### config.mk
export PLATFORM = sky130hd
export DESIGN_NAME = mmpu_line_select_sequencer_flat
export DESIGN_NICKNAME = d
export VERILOG_FILES = /design/src/rtl/mmpu_line_select_sequencer_if.sv /design/src/rtl/mmpu_line_select_sequencer.sv /design/src/flat_wrapper.sv
export SDC_FILE = /design/constraint.sdc
export NUM_CORES = 1
export LEC_CHECK = 0
export ABC_AREA = 1
export BUFFER_PORTS_ARGS = -buffer_cell sky130_fd_sc_hd__buf_2
export CORE_ASPECT_RATIO = 0.9
export CORE_MARGIN = 2
export CORE_UTILIZATION = 60
export DETAILED_ROUTE_END_ITERATION = 6
export PLACE_DENSITY = 0.79
export SYNTH_ARGS = -nofsm -noshare
export SYNTH_HDL_FRONTEND = slang
export SYNTH_SLANG_ARGS = --single-unit
export TNS_END_PERCENT = 1
### constraint.sdc
create_clock -name clock -period 4 [get_ports clock]
set_input_delay 0.2 -clock clock [delete_from_list [all_inputs] [get_ports clock]]
set_output_delay 0.2 -clock clock [all_outputs]
set_load 0.05 [all_outputs]
### src/rtl/mmpu_line_select_sequencer_if.sv
// Command and beat-stream bundle between the instruction decoder (master)
// and the line-select sequencer (slave).
interface mmpu_line_select_sequencer_if #(
    parameter int ADDR_W = 10,
    parameter int LANES  = 8,
    parameter int CODE_W = 3
);
    logic                     cmd_valid;
    logic                     cmd_ready;
    logic [1:0]               cmd_mem_op;
    logic                     cmd_col_flag;
    logic [ADDR_W-1:0]        cmd_dest_addr;
    logic [ADDR_W-1:0]        cmd_src1_addr;
    logic [ADDR_W-1:0]        cmd_src2_addr;
    logic [ADDR_W-1:0]        cmd_start;
    logic [ADDR_W-1:0]        cmd_endx;
    logic [3:0]               cmd_stride_log2;
    logic                     out_valid;
    logic                     out_ready;
    logic [ADDR_W-1:0]        out_base;
    logic [LANES*CODE_W-1:0]  out_codes;
    logic                     out_last;

    modport master (
        output cmd_valid, cmd_mem_op, cmd_col_flag, cmd_dest_addr, cmd_src1_addr,
               cmd_src2_addr, cmd_start, cmd_endx, cmd_stride_log2, out_ready,
        input  cmd_ready, out_valid, out_base, out_codes, out_last
    );

    modport slave (
        input  cmd_valid, cmd_mem_op, cmd_col_flag, cmd_dest_addr, cmd_src1_addr,
               cmd_src2_addr, cmd_start, cmd_endx, cmd_stride_log2, out_ready,
        output cmd_ready, out_valid, out_base, out_codes, out_last
    );
endinterface

### src/rtl/mmpu_line_select_sequencer.sv
// Latches one memory-op command and sweeps lines 0..ROW_SIZE-1, emitting LANES
// vector-input mux codes per handshaked beat, then pulses done.
module mmpu_line_select_sequencer #(
    parameter int ROW_SIZE = 1024,
    parameter int ADDR_W   = 10,
    parameter int LANES    = 8,
    parameter int CODE_W   = 3
) (
    input  logic                        clock,
    input  logic                        reset,
    mmpu_line_select_sequencer_if.slave bus,
    output logic                        busy,
    output logic                        done
);
    typedef enum logic {IDLE, SCAN} state_t;

    typedef struct packed {
        logic [1:0]        op;
        logic              col;
        logic [ADDR_W-1:0] dest;
        logic [ADDR_W-1:0] src1;
        logic [ADDR_W-1:0] src2;
        logic [ADDR_W-1:0] start;
        logic [ADDR_W-1:0] endx;
        logic [ADDR_W-1:0] mask;
    } cmd_t;

    localparam logic [ADDR_W-1:0] LAST_BASE = ADDR_W'(ROW_SIZE - LANES);
    localparam logic [ADDR_W-1:0] STEP      = ADDR_W'(LANES);

    // Stride is a power of two, so "offset is a multiple of stride" is a low-bit mask test.
    function automatic logic [ADDR_W-1:0] stride_mask(input logic [3:0] l2);
        logic [ADDR_W-1:0] m;
        int s;
        s = (int'(l2) >= ADDR_W) ? ADDR_W - 1 : int'(l2);
        m = '0;
        for (int b = 0; b < ADDR_W; b++) m[b] = (b < s);
        return m;
    endfunction

    function automatic logic in_range(input logic [ADDR_W-1:0] i, input logic [ADDR_W-1:0] lo,
                                      input logic [ADDR_W-1:0] hi, input logic [ADDR_W-1:0] mask);
        logic [ADDR_W-1:0] off;
        off = (i >= lo) ? i - lo : '0;
        return (i >= lo) && (i <= hi) && ((off & mask) == '0);
    endfunction

    function automatic logic [CODE_W-1:0] line_code(input logic [ADDR_W-1:0] i, input cmd_t c);
        logic [CODE_W-1:0] code;
        code = '0;
        if (c.col) begin
            case (c.op)
                2'b00:   if (i == c.dest) code = 3'b101;
                         else if (i == c.src1) code = 3'b100;
                2'b01:   if (i == c.dest) code = 3'b101;
                         else if (i == c.src1 || i == c.src2) code = 3'b100;
                default: if (in_range(i, c.src1, c.src2, c.mask))
                             code = c.op[0] ? 3'b001 : 3'b010;
            endcase
        end else if (!in_range(i, c.start, c.endx, c.mask)) begin
            code = 3'b111;
        end else begin
            code = c.op[1] ? 3'b101 : 3'b000;
        end
        return code;
    endfunction

    function automatic logic [LANES*CODE_W-1:0] beat_codes(input logic [ADDR_W-1:0] base,
                                                           input cmd_t c);
        logic [LANES*CODE_W-1:0] codes;
        for (int k = 0; k < LANES; k++)
            codes[k*CODE_W +: CODE_W] = line_code(base + ADDR_W'(k), c);
        return codes;
    endfunction

    state_t                  state_q, state_d;
    cmd_t                    cmd_q, cmd_d, in_cmd;
    logic                    valid_q, valid_d;
    logic [ADDR_W-1:0]       base_q, base_d;
    logic [LANES*CODE_W-1:0] codes_q, codes_d;
    logic                    last_q, last_d;
    logic                    done_q, done_d;
    logic                    fire;

    assign fire = valid_q && bus.out_ready;

    always_comb begin
        in_cmd.op    = bus.cmd_mem_op;
        in_cmd.col   = bus.cmd_col_flag;
        in_cmd.dest  = bus.cmd_dest_addr;
        in_cmd.src1  = bus.cmd_src1_addr;
        in_cmd.src2  = bus.cmd_src2_addr;
        in_cmd.start = bus.cmd_start;
        in_cmd.endx  = bus.cmd_endx;
        in_cmd.mask  = stride_mask(bus.cmd_stride_log2);
    end

    always_ff @(posedge clock) begin
        if (reset) state_q <= IDLE;
        else       state_q <= state_d;
    end

    always_comb begin
        state_d = state_q;
        case (state_q)
            IDLE:    if (bus.cmd_valid) state_d = SCAN;
            SCAN:    if (fire && last_q) state_d = IDLE;
            default: state_d = IDLE;
        endcase
    end

    always_comb begin
        bus.cmd_ready = (state_q == IDLE) && !reset;
        busy          = (state_q != IDLE);
    end

    // Next beat is prepared on acceptance so a held-high out_ready sees no bubbles.
    always_comb begin
        cmd_d   = cmd_q;
        valid_d = valid_q;
        base_d  = base_q;
        codes_d = codes_q;
        last_d  = last_q;
        done_d  = 1'b0;
        if (state_q == IDLE) begin
            if (bus.cmd_valid) begin
                cmd_d   = in_cmd;
                valid_d = 1'b1;
                base_d  = '0;
                codes_d = beat_codes('0, in_cmd);
                last_d  = (LAST_BASE == '0);
            end
        end else if (fire) begin
            if (last_q) begin
                valid_d = 1'b0;
                last_d  = 1'b0;
                done_d  = 1'b1;
            end else begin
                base_d  = base_q + STEP;
                codes_d = beat_codes(base_q + STEP, cmd_q);
                last_d  = (base_q + STEP == LAST_BASE);
            end
        end
    end

    always_ff @(posedge clock) begin
        if (reset) begin
            cmd_q   <= '0;
            valid_q <= 1'b0;
            base_q  <= '0;
            codes_q <= '0;
            last_q  <= 1'b0;
            done_q  <= 1'b0;
        end else begin
            cmd_q   <= cmd_d;
            valid_q <= valid_d;
            base_q  <= base_d;
            codes_q <= codes_d;
            last_q  <= last_d;
            done_q  <= done_d;
        end
    end

    assign bus.out_valid = valid_q;
    assign bus.out_base  = base_q;
    assign bus.out_codes = codes_q;
    assign bus.out_last  = last_q;
    assign done          = done_q;
endmodule

### src/flat_wrapper.sv
// flat-port wrapper written by rule: the top's interface ports become plain ports
module mmpu_line_select_sequencer_flat 
#(
    parameter int ROW_SIZE = 1024,
    parameter int ADDR_W   = 10,
    parameter int LANES    = 8,
    parameter int CODE_W   = 3
)
  (clock, reset, busy, done, bus_cmd_valid, bus_cmd_mem_op, bus_cmd_col_flag, bus_cmd_dest_addr, bus_cmd_src1_addr, bus_cmd_src2_addr, bus_cmd_start, bus_cmd_endx, bus_cmd_stride_log2, bus_out_ready, bus_cmd_ready, bus_out_valid, bus_out_base, bus_out_codes, bus_out_last);
  mmpu_line_select_sequencer_if #(.ADDR_W(ADDR_W), .LANES(LANES), .CODE_W(CODE_W)) bus_i ();
  input  logic clock;
  input  logic reset;
  output logic busy;
  output logic done;
  input wire logic [$bits(bus_i.cmd_valid)-1:0] bus_cmd_valid;
  input wire logic [$bits(bus_i.cmd_mem_op)-1:0] bus_cmd_mem_op;
  input wire logic [$bits(bus_i.cmd_col_flag)-1:0] bus_cmd_col_flag;
  input wire logic [$bits(bus_i.cmd_dest_addr)-1:0] bus_cmd_dest_addr;
  input wire logic [$bits(bus_i.cmd_src1_addr)-1:0] bus_cmd_src1_addr;
  input wire logic [$bits(bus_i.cmd_src2_addr)-1:0] bus_cmd_src2_addr;
  input wire logic [$bits(bus_i.cmd_start)-1:0] bus_cmd_start;
  input wire logic [$bits(bus_i.cmd_endx)-1:0] bus_cmd_endx;
  input wire logic [$bits(bus_i.cmd_stride_log2)-1:0] bus_cmd_stride_log2;
  input wire logic [$bits(bus_i.out_ready)-1:0] bus_out_ready;
  output wire logic [$bits(bus_i.cmd_ready)-1:0] bus_cmd_ready;
  output wire logic [$bits(bus_i.out_valid)-1:0] bus_out_valid;
  output wire logic [$bits(bus_i.out_base)-1:0] bus_out_base;
  output wire logic [$bits(bus_i.out_codes)-1:0] bus_out_codes;
  output wire logic [$bits(bus_i.out_last)-1:0] bus_out_last;
  assign bus_i.cmd_valid = bus_cmd_valid;
  assign bus_i.cmd_mem_op = bus_cmd_mem_op;
  assign bus_i.cmd_col_flag = bus_cmd_col_flag;
  assign bus_i.cmd_dest_addr = bus_cmd_dest_addr;
  assign bus_i.cmd_src1_addr = bus_cmd_src1_addr;
  assign bus_i.cmd_src2_addr = bus_cmd_src2_addr;
  assign bus_i.cmd_start = bus_cmd_start;
  assign bus_i.cmd_endx = bus_cmd_endx;
  assign bus_i.cmd_stride_log2 = bus_cmd_stride_log2;
  assign bus_i.out_ready = bus_out_ready;
  assign bus_cmd_ready = bus_i.cmd_ready;
  assign bus_out_valid = bus_i.out_valid;
  assign bus_out_base = bus_i.out_base;
  assign bus_out_codes = bus_i.out_codes;
  assign bus_out_last = bus_i.out_last;
  mmpu_line_select_sequencer #(.ROW_SIZE(ROW_SIZE), .ADDR_W(ADDR_W), .LANES(LANES), .CODE_W(CODE_W)) u_core (.clock(clock), .reset(reset), .bus(bus_i), .busy(busy), .done(done));
endmodule
======== After elaboration in Yosys (flattened, before gate mapping) ========
Cells that the tools add are included.
storage, ports and cells
  word-level logic and storage cells ...... 526
  bits in latches ......................... 0
  memory bits (writable) .................. 0
  register bits after elaboration ......... 101
  memories ................................ 0
  memory bits (read-only) ................. 0
operators by class
  shifts and indexed selects .............. 0
  magnitude comparators ................... 75
  equal/unequal tests ..................... 51
  bitwise gates (word level) .............. 34
  multipliers ............................. 0
  add/subtract/negate cells ............... 40
  muxes and demuxes ....................... 185
  div/mod/pow operators ................... 0
  reductions and logical operators ........ 127
operators by type and width
  kind                                                                   count
  10-bit 2-to-1 mux                                                      36
  10-bit zero test                                                       35
  3-bit 2-to-1 mux                                                       114
  10-bit bitwise AND                                                     32
  10-bit equality test                                                   24
  10-bit >= comparator                                                   16
  10-bit <= comparator                                                   16
  10-bit subtractor                                                      16
  4-bit by 32-bit < comparator with 1-bit output, first input constant   4
  3-bit by 10-bit equality test with 1-bit output, first input constant  12
  24-bit 2-to-1 mux                                                      4
  3-bit case mux with 2 select lines                                     16
  3-bit by 10-bit >= comparator with 1-bit output, first input constant  8
  3-bit by 10-bit <= comparator with 1-bit output, first input constant  8
  3-bit by 10-bit subtractor with 10-bit output, first input constant    8
  1-bit logical AND                                                      67
  3-bit by 32-bit < comparator with 1-bit output, first input constant   2
  5-bit by 32-bit < comparator with 1-bit output, first input constant   2
  2-bit by 10-bit equality test with 1-bit output, first input constant  6
  10-bit by 3-bit adder with 10-bit output, second input constant        4
  1-bit by 10-bit >= comparator with 1-bit output, first input constant  4
  2-bit by 10-bit >= comparator with 1-bit output, first input constant  4
  1-bit by 10-bit <= comparator with 1-bit output, first input constant  4
  2-bit by 10-bit <= comparator with 1-bit output, first input constant  4
  24 further kinds                                                       66

======== Longest topological paths before layout ========
  depth after elaboration ................. 13
  mapped depth ............................ 21
  depth with buffers taken out ............ 20

======== Least setup slack after synthesis ========
OpenSTA, ideal clock, no wires.
  kind .................................... register to register
  start point ............................. register u_core.base_q[3], in the netlist u_core.bus.out_base[3]
  end point ............................... register u_core.codes_q[9], in the netlist u_core.bus.out_codes[9]
  data required time ...................... 3.862 ns
  data arrival time ....................... 3.300 ns
  setup slack ............................. 0.562 ns
  cell stages (with the launch flop) ...... 20
  period minus slack after synthesis ...... 3.438 ns
  path through ............................ dfxtp_1 -> inv_1 -> ha_1 -> inv_1 -> ha_1 -> buf_2 -> nand2_2 -> nor2_1 -> nor2_1 -> o21ai_1 -> o21ai_1 -> inv_1 -> nand2_1 -> nand2_1 -> nor2_1 -> nand3_1 -> nand2_1 -> nand4_1 -> nand2_1 -> a21oi_1
between the ends
  word-level cells in the longest chain between the ends .. 13
  elaborated cells between the ends (all ways) .. 28
RTL lines
  element                                                           RTL line                                                            RTL
  from (decl)                                                       mmpu_line_select_sequencer.sv:79                                    logic [ADDR_W-1:0] base_q, base_d;
  from (signal assigned)                                            mmpu_line_select_sequencer.sv:157                                   base_q <= base_d;
  10-bit by 4-bit adder with 10-bit output *                        mmpu_line_select_sequencer.sv:140                                   codes_d = beat_codes(base_q + STEP, cmd_q);
  10-bit by 2-bit adder with 10-bit output *                        mmpu_line_select_sequencer.sv:72                                    codes[k*CODE_W +: CODE_W] = line_code(base + ADDR_W'(k), c);
  10-bit subtractor / 10-bit >= comparator (equally long branches)  mmpu_line_select_sequencer.sv:44, mmpu_line_select_sequencer.sv:45
  10-bit 2-to-1 mux                                                 mmpu_line_select_sequencer.sv:44                                    off = (i >= lo) ? i - lo : '0;
  10-bit bitwise AND                                                mmpu_line_select_sequencer.sv:45                                    return (i >= lo) && (i <= hi) && ((off & mask) == '0);
  10-bit zero test                                                  mmpu_line_select_sequencer.sv:45
  1-bit logical AND                                                 mmpu_line_select_sequencer.sv:45
  3-bit 2-to-1 mux                                                  mmpu_line_select_sequencer.sv:57                                    default: if (in_range(i, c.src1, c.src2, c.mask))
  3-bit case mux with 2 select lines                                mmpu_line_select_sequencer.sv:52                                    case (c.op)
  3-bit 2-to-1 mux *                                                mmpu_line_select_sequencer.sv:51                                    if (c.col) begin
  24-bit 2-to-1 mux *                                               mmpu_line_select_sequencer.sv:134                                   if (last_q) begin
  24-bit 2-to-1 mux *                                               mmpu_line_select_sequencer.sv:133                                   end else if (fire) begin
  24-bit 2-to-1 mux *                                               mmpu_line_select_sequencer.sv:125                                   if (state_q == IDLE) begin
  to (signal assigned)                                              mmpu_line_select_sequencer.sv:158                                   codes_q <= codes_d;
  to (decl)                                                         mmpu_line_select_sequencer.sv:80                                    logic [LANES*CODE_W-1:0] codes_q, codes_d;
Every way passes the cells marked *; elsewhere a longest branch is shown, timed or not. The select of a mux whose other input is x is not followed.
A chain may end at the register's enable or synchronous reset.

======== Worst setup path after layout ========
  start point ............................. register u_core.base_q[4], in the netlist u_core.bus.out_base[4]
  end point ............................... register u_core.codes_q[10], in the netlist u_core.bus.out_codes[10]
Same word-level chain as after synthesis.

==> implementation parameters <==
Parameter                              Value

Synthesis
  Netlist area before placement    14500 um^2
  Synth unique cells    64
  Synth Instances    2543
  Post-synth top area share    16.2%
  Proportion of synthesized chip area in sequential cells    a little over an eighth
  Avg Cell Area, Syn    between 5 and 6 um^2
  Async SR Flop Fraction    0%
  Count of synthesis-stage warnings from yosys    0
  Total of flip-flops plus latches after synthesis    a little under 100
  Count of flip-flops with a built-in enable after synthesis    0
  Main synth FF type    dfxtp_1
  Area contributors post-synth    nand2_1 16%, dfxtp_1 14%, ha_1 12%
  Cell taking the most area after synthesis    nand2_1

Run
  MaxCap Viol Count    0

Finish
  Non-filler cells in the finished layout    2900
  Area growth syn-to-layout    6.64%
  Number of antenna diodes    0
  Proportion of layout cells with a drive suffix above 1    8.93%
  Number of fill cells in the layout    ~2300
  Sequential cell area in the final layout    1960 um^2
  Combined area of the multi-input logic cells    10900 um^2
  Layout net count    2788

Critical path
  Cell with the largest stage delay on the worst path    dfxtp_1
  CP max FO    11
  Biggest cell delay along the critical path    between 0.4 and 0.5 ns
  Most common cell type on the critical path    nand3_1
  WS Path Type    reg2reg
  Data required, critical path    4.25 ns
  Slack of the worst reg-to-reg path    0.21 ns
  Kind of capture point of the worst setup path    flop
  Critical path cell sequence    ha_1, nand3_1, nor2_1, nand2_1, xnor2_1, buf_4, ha_2, inv_1, o21ai_0, a21oi_1, nand3_1, o21ai_0, nor2_1, o21ai_1, inv_1, nand3_1, nand3_1, nand3_1, a21oi_1
  CP Data Arrival Time    slightly above 4 ns
  Startpoint Class    flop

Clock tree
  Worst-skew pair later-pin latency    about 0.37 ns
  TritonCTS clock tree    done
  CTS clk-pin slew, worst paths    0.08 ns
  Max Root-Sink Buffers    2
  H-tree depth    3
  Sink Count    98
  Number of buffers inserted for hold repair after clock tree synthesis    0
  TritonCTS Buffers    9
  Total setup buffers inserted after CTS    0
  Clock Tree Root    clkbuf_16

Placement
  # port buffers    96
  Final weighted congestion in routability-driven placement    1.06
  Number of instances in the placed design    2884
  Detailed placement HPWL    47100 um
  Worst setup slack after placement    0.275 ns

Power
  Fraction of power consumed by combinational cells    roughly 50%
  Power Total    4.17 mW
  Total internal power    2.16 mW
  Seq pwr share    27.5%
  Largest voltage drop on the vdd net    0.000208 V
  Clock share of power    22.3%
  Leakage dissipation    7.74 nW
  Pwr dens    roughly 270 nW/um^2
  Switching share of power    48.3%
  P_sw    2.01 mW

Global routing
  Tot GR Track Use    45.9%
  Remaining Overflow, GRT    0
  Antenna violations before repair    0
  First-pass GRT wire length    90600 um
  Pin count of the biggest net entering global routing    about 110
  Vias in the first global route    16616

Routing
  Aggregate routed wire length    about 59000 um
  Post-detailed-route wirelength per cell    20.4 um
  Vias after detailed routing    18314
  Remaining antenna violation count    0
  Via density per instance    6.32
  DRC violations left    11
  Length of the first detailed-routing pass in iterations    7
  Number of design-rule violations left by the first detailed-router iteration    2621

STA
  Setup TNS after final layout    0 ns
  RSZ-0062 raised after global routing    no
  Number of failing setup endpoints in the final timing report    0
  Fin. max-slew vios    0
  Final Hold Violating Endpoints    0
  Slew margin rel.    27.2%
  Maximum clock frequency    264 MHz
  Fin Clk Skew    between 0.01 and 0.015 ns
  Period Utilization, post-route    94.7%
  Final WS setup    0.214 ns
  Slew of the pin with the lowest slew margin    approximately 1.1 ns
  Min Tclk post-route    3.79 ns

Status
  Violations in the final reports    design-rule violations
  Status    complete, but fails checks

Floorplanning
  Initial Util    a little over 60%
  Site row count    53
  Width of the chip    168 um
  Core Area    23500 um^2
  Overall die area    25300 um^2
  Boundary Pins    100
  Floorplan die height    151 um

Min path
  Hold/Removal Path Class    in2reg
-- cell families after synthesis --
logic type | Yosys count | synth area share, %
AOI/OAI and AO/OA | 532 | 20.4
DFF | 98 | 13.6
xor gates and xnor gates | 55 | 3.48
other | 1 | 0.0259
buffers and inverters | 406 | 11.2
adders and majority gates | 134 | 11.6
and+or+nand+nor | 1317 | 39.7
-- final timing paths --
kind / from / to / depth (start not counted)
min: bus_cmd_endx[0] / u_core.cmd_q[10] / 3
max reg2reg: u_core.bus.out_base[4] / u_core.bus.out_codes[10] / 19
min reg2reg: u_core.bus.out_codes[7] / u_core.bus.out_codes[7] / 2
max: u_core.bus.out_base[4] / u_core.bus.out_codes[10] / 19
-- final cells by class --
class                      count  area share, %
tap                          302           2.45
multi-input combinational   2041           70.7
sequential                    98           12.7
inverter                     325           7.95
clock inverter                 7          0.536
clock buffer                   9           1.46
timing repair buffer         118           4.19
-- sequential cells by signal, summed over array words and instances (netlist names) --
signal / flops
u_core.cmd_q: 63
u_core.bus.out_codes: 24
u_core.bus.out_base: 7
u_core.bus.out_last: 1
u_core.bus.out_valid: 1
u_core.busy: 1
u_core.done: 1
-- cell usage in the layout (no fill, tap or decap), types with 9 or more instances in the layout --
cell,n
o211ai_1,20
a31oi_1,9
nor2_1,287
o22ai_1,13
buf_4,22
nor2_2,14
a21oi_1,213
nand2_1,622
ha_1,130
xnor2_1,12
a21oi_2,12
nand3_1,238
nand2_2,11
buf_2,96
nor3_1,34
inv_2,26
o21ai_1,33
nand3b_1,10
xor2_1,41
inv_1,294
o21ai_0,183
nand4_1,60
dfxtp_1,98
clkbuf_16,9
-- metal layers --
metal  up-vias  track usage (%)  wire length, um
met5         -                0                0
met4         0             26.7             3700
met3       274             9.17             8100
met2      1416             71.9            25000
met1      8085             59.0            22400
li1       8539                -                -
-- stage by stage --
stage               util [%]  hold WS, ns  instance area, um^2
floorplan                  -        0.343                14500
global placement        64.3        0.449                15100
detailed placement      64.3        0.456                15100
CTS                     65.6        0.120                15400
global route            65.6        0.149                15400
finish                  65.6        0.129                15400
-- repair_timing --
| action | in CTS | in global routing |
|---|---|---|
| gates resized for setup | 0 | 4 |
| hold endpoints to repair | 0 | 0 |
| setup endpoints to repair | 0 | 9 |
-- critical path, delay by kind of cell, from the launching register on --
kind	cells	cell delay (ns)
AO/OA/AOI/OAI	5	0.60
XOR/XNOR	1	0.39
adder cells (fa/ha/maj)	2	0.68
buffers and inverters	3	0.61
flip-flops	1	0.43
AND/OR/NAND/NOR	8	0.93
-- Yosys cell counts (3+ instances only) --
master    number
a211oi_1       5
a21oi_1      213
a21oi_2       12
a221oi_1       4
a31oi_1        9
and2_1         4
buf_1          7
buf_2         25
buf_4          7
buf_6          5
clkbuf_1      37
clkinv_1       3
dfxtp_1       98
ha_1         134
inv_1        294
inv_2         26
nand2_1      623
nand2_2       11
nand3_1      238
nand3b_1      10
nand4_1       60
nor2_1       288
nor2_2        13
nor2_8         3
nor3_1        34
nor3_2         4
nor3b_1        5
nor4_1         3
o211ai_1      20
o21a_1         7
o21ai_0      183
o21ai_1       33
o21ai_2        5
o21bai_1       7
o22ai_1       13
o32ai_1        3
or2_0          3
or2_1          4
or2_2          7
xnor2_1       12
xor2_1        41
-- power groups by stage --
stage / Combinational (mW) / Sequential, mW / Clock [mW]
CTS: 2.00 / 1.14 / 0.922
finish: 2.09 / 1.15 / 0.929
global route: 2.27 / 1.15 / 0.951
global placement: 1.96 / 1.16 / 0
floorplan: 1.37 / 1.20 / 0
detailed placement: 1.99 / 1.16 / 0
Power figures use the tool's default switching activity.
